$ cat src/rtl/alu_issue_stage.sv
// Issue stage for a 32-bit combinational ALU: it registers one request, runs one EXEC
// cycle against the external ALU, then holds the result in DONE until it is taken.
module alu_issue_stage (
    input  logic        clk,
    input  logic        rst_n,
    input  logic        in_valid,
    output logic        in_ready,
    input  logic [31:0] in_a,
    input  logic [31:0] in_b,
    input  logic [2:0]  in_op,
    output logic [31:0] alu_a,
    output logic [31:0] alu_b,
    output logic [2:0]  alu_operation,
    output logic        alu_binvert,
    output logic        alu_carryin,
    input  logic [31:0] alu_result,
    input  logic        alu_overflow,
    output logic        out_valid,
    input  logic        out_ready,
    output logic [31:0] out_result,
    output logic        out_zero,
    output logic        out_overflow,
    output logic        out_illegal,
    output logic        ovf_sticky,
    input  logic        ovf_clear
);

    localparam logic [2:0] OP_ADD = 3'b010;
    localparam logic [2:0] OP_SUB = 3'b110;
    localparam logic [2:0] OP_SLT = 3'b111;
    localparam logic [2:0] OP_ILL = 3'b101;

    typedef enum logic [1:0] {
        ST_IDLE,
        ST_EXEC,
        ST_DONE
    } state_t;

    state_t r_state;
    state_t w_state_nxt;
    logic   r_live;
    logic   w_accept;
    logic   w_legal;
    logic   w_ovf_kept;

    // r_live holds in_ready low until the first edge after reset release.
    always_comb begin
        in_ready = r_live && ((r_state == ST_IDLE) ||
                              ((r_state == ST_DONE) && out_ready));
        w_accept   = in_valid && in_ready;
        w_legal    = (in_op != OP_ILL);
        w_ovf_kept = alu_overflow &&
                     ((alu_operation == OP_ADD) || (alu_operation == OP_SUB));
        out_valid  = (r_state == ST_DONE);
    end

    always_comb begin
        w_state_nxt = r_state;
        case (r_state)
            ST_IDLE: begin
                if (w_accept) begin
                    w_state_nxt = w_legal ? ST_EXEC : ST_DONE;
                end
            end
            ST_EXEC: begin
                w_state_nxt = ST_DONE;
            end
            ST_DONE: begin
                if (out_ready) begin
                    if (w_accept) begin
                        w_state_nxt = w_legal ? ST_EXEC : ST_DONE;
                    end else begin
                        w_state_nxt = ST_IDLE;
                    end
                end
            end
            default: begin
                w_state_nxt = ST_IDLE;
            end
        endcase
    end

    always_ff @(posedge clk or negedge rst_n) begin
        if (!rst_n) begin
            r_state <= ST_IDLE;
            r_live  <= 1'b0;
        end else begin
            r_state <= w_state_nxt;
            r_live  <= 1'b1;
        end
    end

    // Operands and ALU control only move on a legal acceptance.
    always_ff @(posedge clk or negedge rst_n) begin
        if (!rst_n) begin
            alu_a         <= '0;
            alu_b         <= '0;
            alu_operation <= '0;
            alu_binvert   <= 1'b0;
            alu_carryin   <= 1'b0;
        end else if (w_accept && w_legal) begin
            alu_a         <= in_a;
            alu_b         <= in_b;
            alu_operation <= in_op;
            alu_binvert   <= (in_op == OP_SUB) || (in_op == OP_SLT);
            alu_carryin   <= (in_op == OP_SUB) || (in_op == OP_SLT);
        end
    end

    always_ff @(posedge clk or negedge rst_n) begin
        if (!rst_n) begin
            out_result   <= '0;
            out_zero     <= 1'b0;
            out_overflow <= 1'b0;
            out_illegal  <= 1'b0;
        end else if (r_state == ST_EXEC) begin
            out_result   <= alu_result;
            out_zero     <= (alu_result == '0);
            out_overflow <= w_ovf_kept;
            out_illegal  <= 1'b0;
        end else if (w_accept && !w_legal) begin
            out_result   <= '0;
            out_zero     <= 1'b1;
            out_overflow <= 1'b0;
            out_illegal  <= 1'b1;
        end
    end

    // A capture that sets the sticky bit wins over a simultaneous clear.
    always_ff @(posedge clk or negedge rst_n) begin
        if (!rst_n) begin
            ovf_sticky <= 1'b0;
        end else if ((r_state == ST_EXEC) && w_ovf_kept) begin
            ovf_sticky <= 1'b1;
        end else if (ovf_clear) begin
            ovf_sticky <= 1'b0;
        end
    end

endmodule

$ cat config.mk
export PLATFORM = sky130hd
export DESIGN_NAME = alu_issue_stage
export DESIGN_NICKNAME = d
export VERILOG_FILES = /design/src/rtl/alu_issue_stage.sv
export SDC_FILE = /design/constraint.sdc
export NUM_CORES = 1
export LEC_CHECK = 0
export CAP_MARGIN = 20
export CORE_MARGIN = 2
export CORE_UTILIZATION = 40
export DETAILED_ROUTE_END_ITERATION = 7
export PLACE_DENSITY_LB_ADDON = 0.15
export SLEW_MARGIN = 0
export SYNTH_ARGS = -nofsm -noshare
export SYNTH_HDL_FRONTEND = slang
export SYNTH_SLANG_ARGS = --single-unit
$ cat constraint.sdc
create_clock -name clk -period 2.1 [get_ports clk]
set_clock_uncertainty 0.05 [all_clocks]
set_input_delay 0.42 -clock clk [delete_from_list [all_inputs] [get_ports clk]]
set_output_delay 0.42 -clock clk [all_outputs]
set_load 0.02 [all_outputs]
## Word-level counts from Yosys, hierarchy flattened

Index checks and enable logic that the tools add are counted.

- Reduce and logical (&&, ||, !) cells: 16
- Eq/ne operators: 9
- Multiplexer cells: 14

Operators by type and width:

| operator | count |
|---|---|
| 32-bit 2-to-1 mux | 2 |
| 32-bit zero test | 1 |
| 3-bit equality test, second input constant | 3 |
| 2-bit 2-to-1 mux | 4 |
| 1-bit logical AND | 7 |
| 1-bit 2-to-1 mux | 7 |
| 2-bit one-hot mux with 3 select lines | 1 |
| 2-bit nonzero test | 2 |
| 3-bit by 2-bit equality test with 1-bit output, second input constant | 1 |
| 1-bit logical OR | 3 |
| 3-bit inequality test, second input constant | 1 |
| 2-bit by 1-bit equality test with 1-bit output, second input constant | 1 |
| 2-bit equality test, second input constant | 1 |
| 2-bit zero test | 1 |
| 2-bit by 1-bit inequality test with 1-bit output, second input constant | 1 |
| 2-bit inequality test, second input constant | 1 |
| 2-bit AND reduction | 1 |
| 1-bit zero test | 1 |

- Flip-flop bits (word level): 107
- Output and inout bits: 107
- Input bits: 105

## Longest topological paths before layout

Gate-level depths: netlist (run 1).

- Word-level depth: 8
- Mapped depth: 6
- Gate-level depth less buffers: 4

## Least setup slack after synthesis (run 1)

Ideal clock, no wire load.

- Path type: register to register
- Start: reg r_state[0]
- End: reg alu_b[15]
- Setup time: 125 ps
- Stages on the path, launching flop included: 7
- Path buffers: 2
- Period minus slack after synthesis: 1,588 ps
- Arrival: 1,412 ps
- Required time: 1,925 ps
- Path slack: 512 ps
- Path through: dfrtp_1 nor2b_4 nand3_4 nor2_8 buf_8 buf_12 mux2_4

- Word-level cells in the longest chain between the ends: 6

Ends and longest elaborated chain:

| what | RTL line | text |
|---|---|---|
| start, declared | 39 | `state_t r_state;` |
| start signal, assigned | 88 | `r_state <= w_state_nxt;` |
| 2-bit equality test | 49 | `((r_state == ST_DONE) && out_ready));` |
| 1-bit logical AND | 49 |  |
| 1-bit logical OR * | 48 | `in_ready = r_live && ((r_state == ST_IDLE) \|\|` |
| 1-bit logical AND * | 48 |  |
| 1-bit logical AND * | 50 | `w_accept = in_valid && in_ready;` |
| 1-bit logical AND * | 101 | `end else if (w_accept && w_legal) begin` |
| end signal, assigned | 103 | `alu_b <= in_b;` |
| end, declared | 12 | `output logic [31:0] alu_b,` |

Mark *: on every way between the ends. The rest lies on a longest branch, timed or not.
A chain may end at the register's enable or synchronous reset.

## Worst setup path after layout (run 1)

- Start: reg r_state[0]
- End: out in_ready

- Word-level cells in the longest chain between the ends: 4

Ends and longest elaborated chain:

| what | RTL line | text |
|---|---|---|
| 2-bit equality test | 49 |  |
| 1-bit logical AND | 49 |  |
| 1-bit logical OR * | 48 |  |
| 1-bit logical AND * | 48 |  |
| end, declared | 7 | `output logic in_ready,` |

Marked as above.

==> results.cfg, run 1 <==
[cts]
h-tree-depth = 3
clkTransAtPathRegs_ns = 0.10
postCtsSetupBuffers = 0
cts_buffer_depth = 2
clock_latency_ns = 0.35
clock_tree.root_cell = clkbuf_8
cts_buffers = 9
cts_tree = done
cts_sinks = 107

[placed_design]
place_inst = 605
place_congestion = 0.741
port_buffers = 211
place_hpwl_um = 7830

[critical_path]
crit_path_max_fanout = 4
path_cells = nor2b_4, and2_1, dlygate4sd2_1
crit_type = reg -> out
cp-end-kind = output pin
arrival_ns = 1.48
cp_num_buf_inv = 1
cp_data_required_time_ns = 1.63
worst_path_max_delay_cell = dfrtp_1
start_kind = flop
cp_top_family = flip-flops
cpPeakStageDelay_ns = 0.44

[logic_synthesis]
yosys_warnings = 0
ys_seq_area_frac = 0.640
ys_ff_latch = 107
async_flop_share = 1.00
syn_area_um2 = 4180
synthFlopType = dfrtp_1
synth_nets = 363
synth_cell_types = 31
netlist_instances = 258
avgSynthCellArea_um2 = 16.2
synth_edf_count = 0

[drt]
drtIter0Drc = 74
drtAntennaViolNets = 0
routed_wl_um = 10500
dr.pass1.iters = 4
num_vias = 3011
wire_per_inst_um = 16.9
drc = 0
viasPerCell = 4.84

[finish]
nets = 586
fin_cells = 622
fill_cells = 793
antenna_cells = 0
areaGrowthSynthToFinish_pct = 59.6
drive_above_1_share = 0.212

[pwr]
p_leak_nw = 2.85
vdd_drop_max_mv = 0.499
cellPowerDensity_nw_per_um2 = 1000
p_total_mw = 6.70

[global_route]
antenna_found_initial = 0
grt_pass1_wl_um = 16300
grtUsageTotal = 0.185
grt_max_degree = 46
grt_pass1_vias = 3166
grt-ovfl-total = 0

[worst_hold_path]
hold_path_class = in -> async

[floorplan]
core.rowCount = 37
start_util = 0.409
pin_count = 212
fp.dieH_um = 106
die_w_um = 106
die-area_um2 = 11300
core_um2 = 10200

[timing]
setup_tns_ns = 0
period_share = 0.930
fin_crit_ns = 1.95
setup_violations = 0
drv_slew = 0
rsz0062_at_grt = false
hold_viol_final = 0
fmax_ghz = 0.512

[run]
maxCapViolCount = 0

[outcome]
status = finished clean
synthesized netlist by cell type, types with 2 or more instances:
cell      instances  area (um^2)
nand2_1           3         11.3
o21ai_0           3         15.0
buf_6             3         33.8
clkbuf_1          2         7.51
inv_1             4         15.0
nor4_1            8         50.1
buf_12            2         40.0
nand4_1           2         12.5
a21oi_1           2         10.0
a22o_1           34          298
dfrtp_1         107         2680
mux2_4           16          240
o22a_1            2         17.5
mux2_2           48          541
buf_2             2         10.0
buf_4             5         37.5
cells by family after synthesis:
group,synth area share
compound gates,0.0897
buf+inv,0.0380
flops,0.640
mux,0.187
other cells,0.000897
simple gates,0.0446
registers in the layout, indices dropped and copies added, names as in the netlist:
signal         count
alu_a             32
alu_b             32
alu_carryin        1
alu_operation      3
out_illegal        1
out_overflow       1
out_result        32
out_zero           1
ovf_sticky         1
r_live             1
r_state            2
final timing paths:
kind / startpoint / endpoint / slack (ns) / cells past startpoint
setup / recovery: r_state[0] / in_ready / 0.15 / 3
hold / removal: rst_n / alu_b[22] / 0.42 / 2
setup reg to reg: r_state[0] / alu_a[29] / 0.39 / 5
hold reg to reg: out_overflow / out_overflow / 0.45 / 2
max in group asynchronous: rst_n / alu_b[30] / 0.92 / 3
min in group clk: out_overflow / out_overflow / 0.45 / 2
routing by layer:
layer,global-route usage,up-vias,wire length [um]
met5,0,-,0
met4,0.0555,0,160
met3,0.0558,15,865
met2,0.299,135,5000
met1,0.243,1470,4510
li1,-,1391,-
placed cells by master, fill, tap and decap left out, types with 3 or more instances in the layout:
cell type        count
clkdlybuf4s50_1    208
dfrtp_1            107
mux2_2              48
a22o_1              34
mux2_4              16
buf_4               12
clkbuf_8            10
nor4_1               8
inv_1                4
buf_12               4
nand2_1              3
o21ai_0              3
stage by stage:
step | instance area (um^2) | hold WS (ns) | setup WS (ns) | utilization
final | 6680 | 0.416 | 0.147 | 0.653
after global routing | 6680 | 0.428 | 0.0391 | 0.653
after CTS | 6680 | 0.407 | 0.125 | 0.653
after detailed placement | 6480 | 0.263 | -0.114 | 0.634
after global placement | 6480 | 0.267 | -0.113 | 0.634
after floorplan | 4180 | 0.0744 | 0.512 | -
report_power, final:
group          switching, mW  total [mW]  leakage (nW)  internal (mW)
clock                  0.696        1.17        0.0933          0.475
combinational           1.20        2.68          1.46           1.49
sequential             0.284        2.85          1.29           2.56
total                   2.18        6.70          2.85           4.53
timing repair:
item                                   CTS  global route
setup endpoints to repair                2             0
gates resized for setup                  2             0
endpoints found under the hold margin   16             0
hold buffers                             1             0
final cells by class:
class                   instances  area, um^2  share of cell area
clock inverters                 6        47.5             0.00712
multi-input cells             132        1350               0.202
well taps                     136         170              0.0255
clock buffers                  10         138              0.0206
repair buffers                227        2280               0.341
inverters                       4        15.0             0.00225
flip-flops and latches        107        2680               0.401
No activity file was read; power rests on OpenSTA's default activity.
==> inputs of run 2 (changes only) <==
- SLEW_MARGIN: 0 -> 20
==> results of run 2 <==
Same layout as run 1: the final DEF is identical, and so are final timing and power.
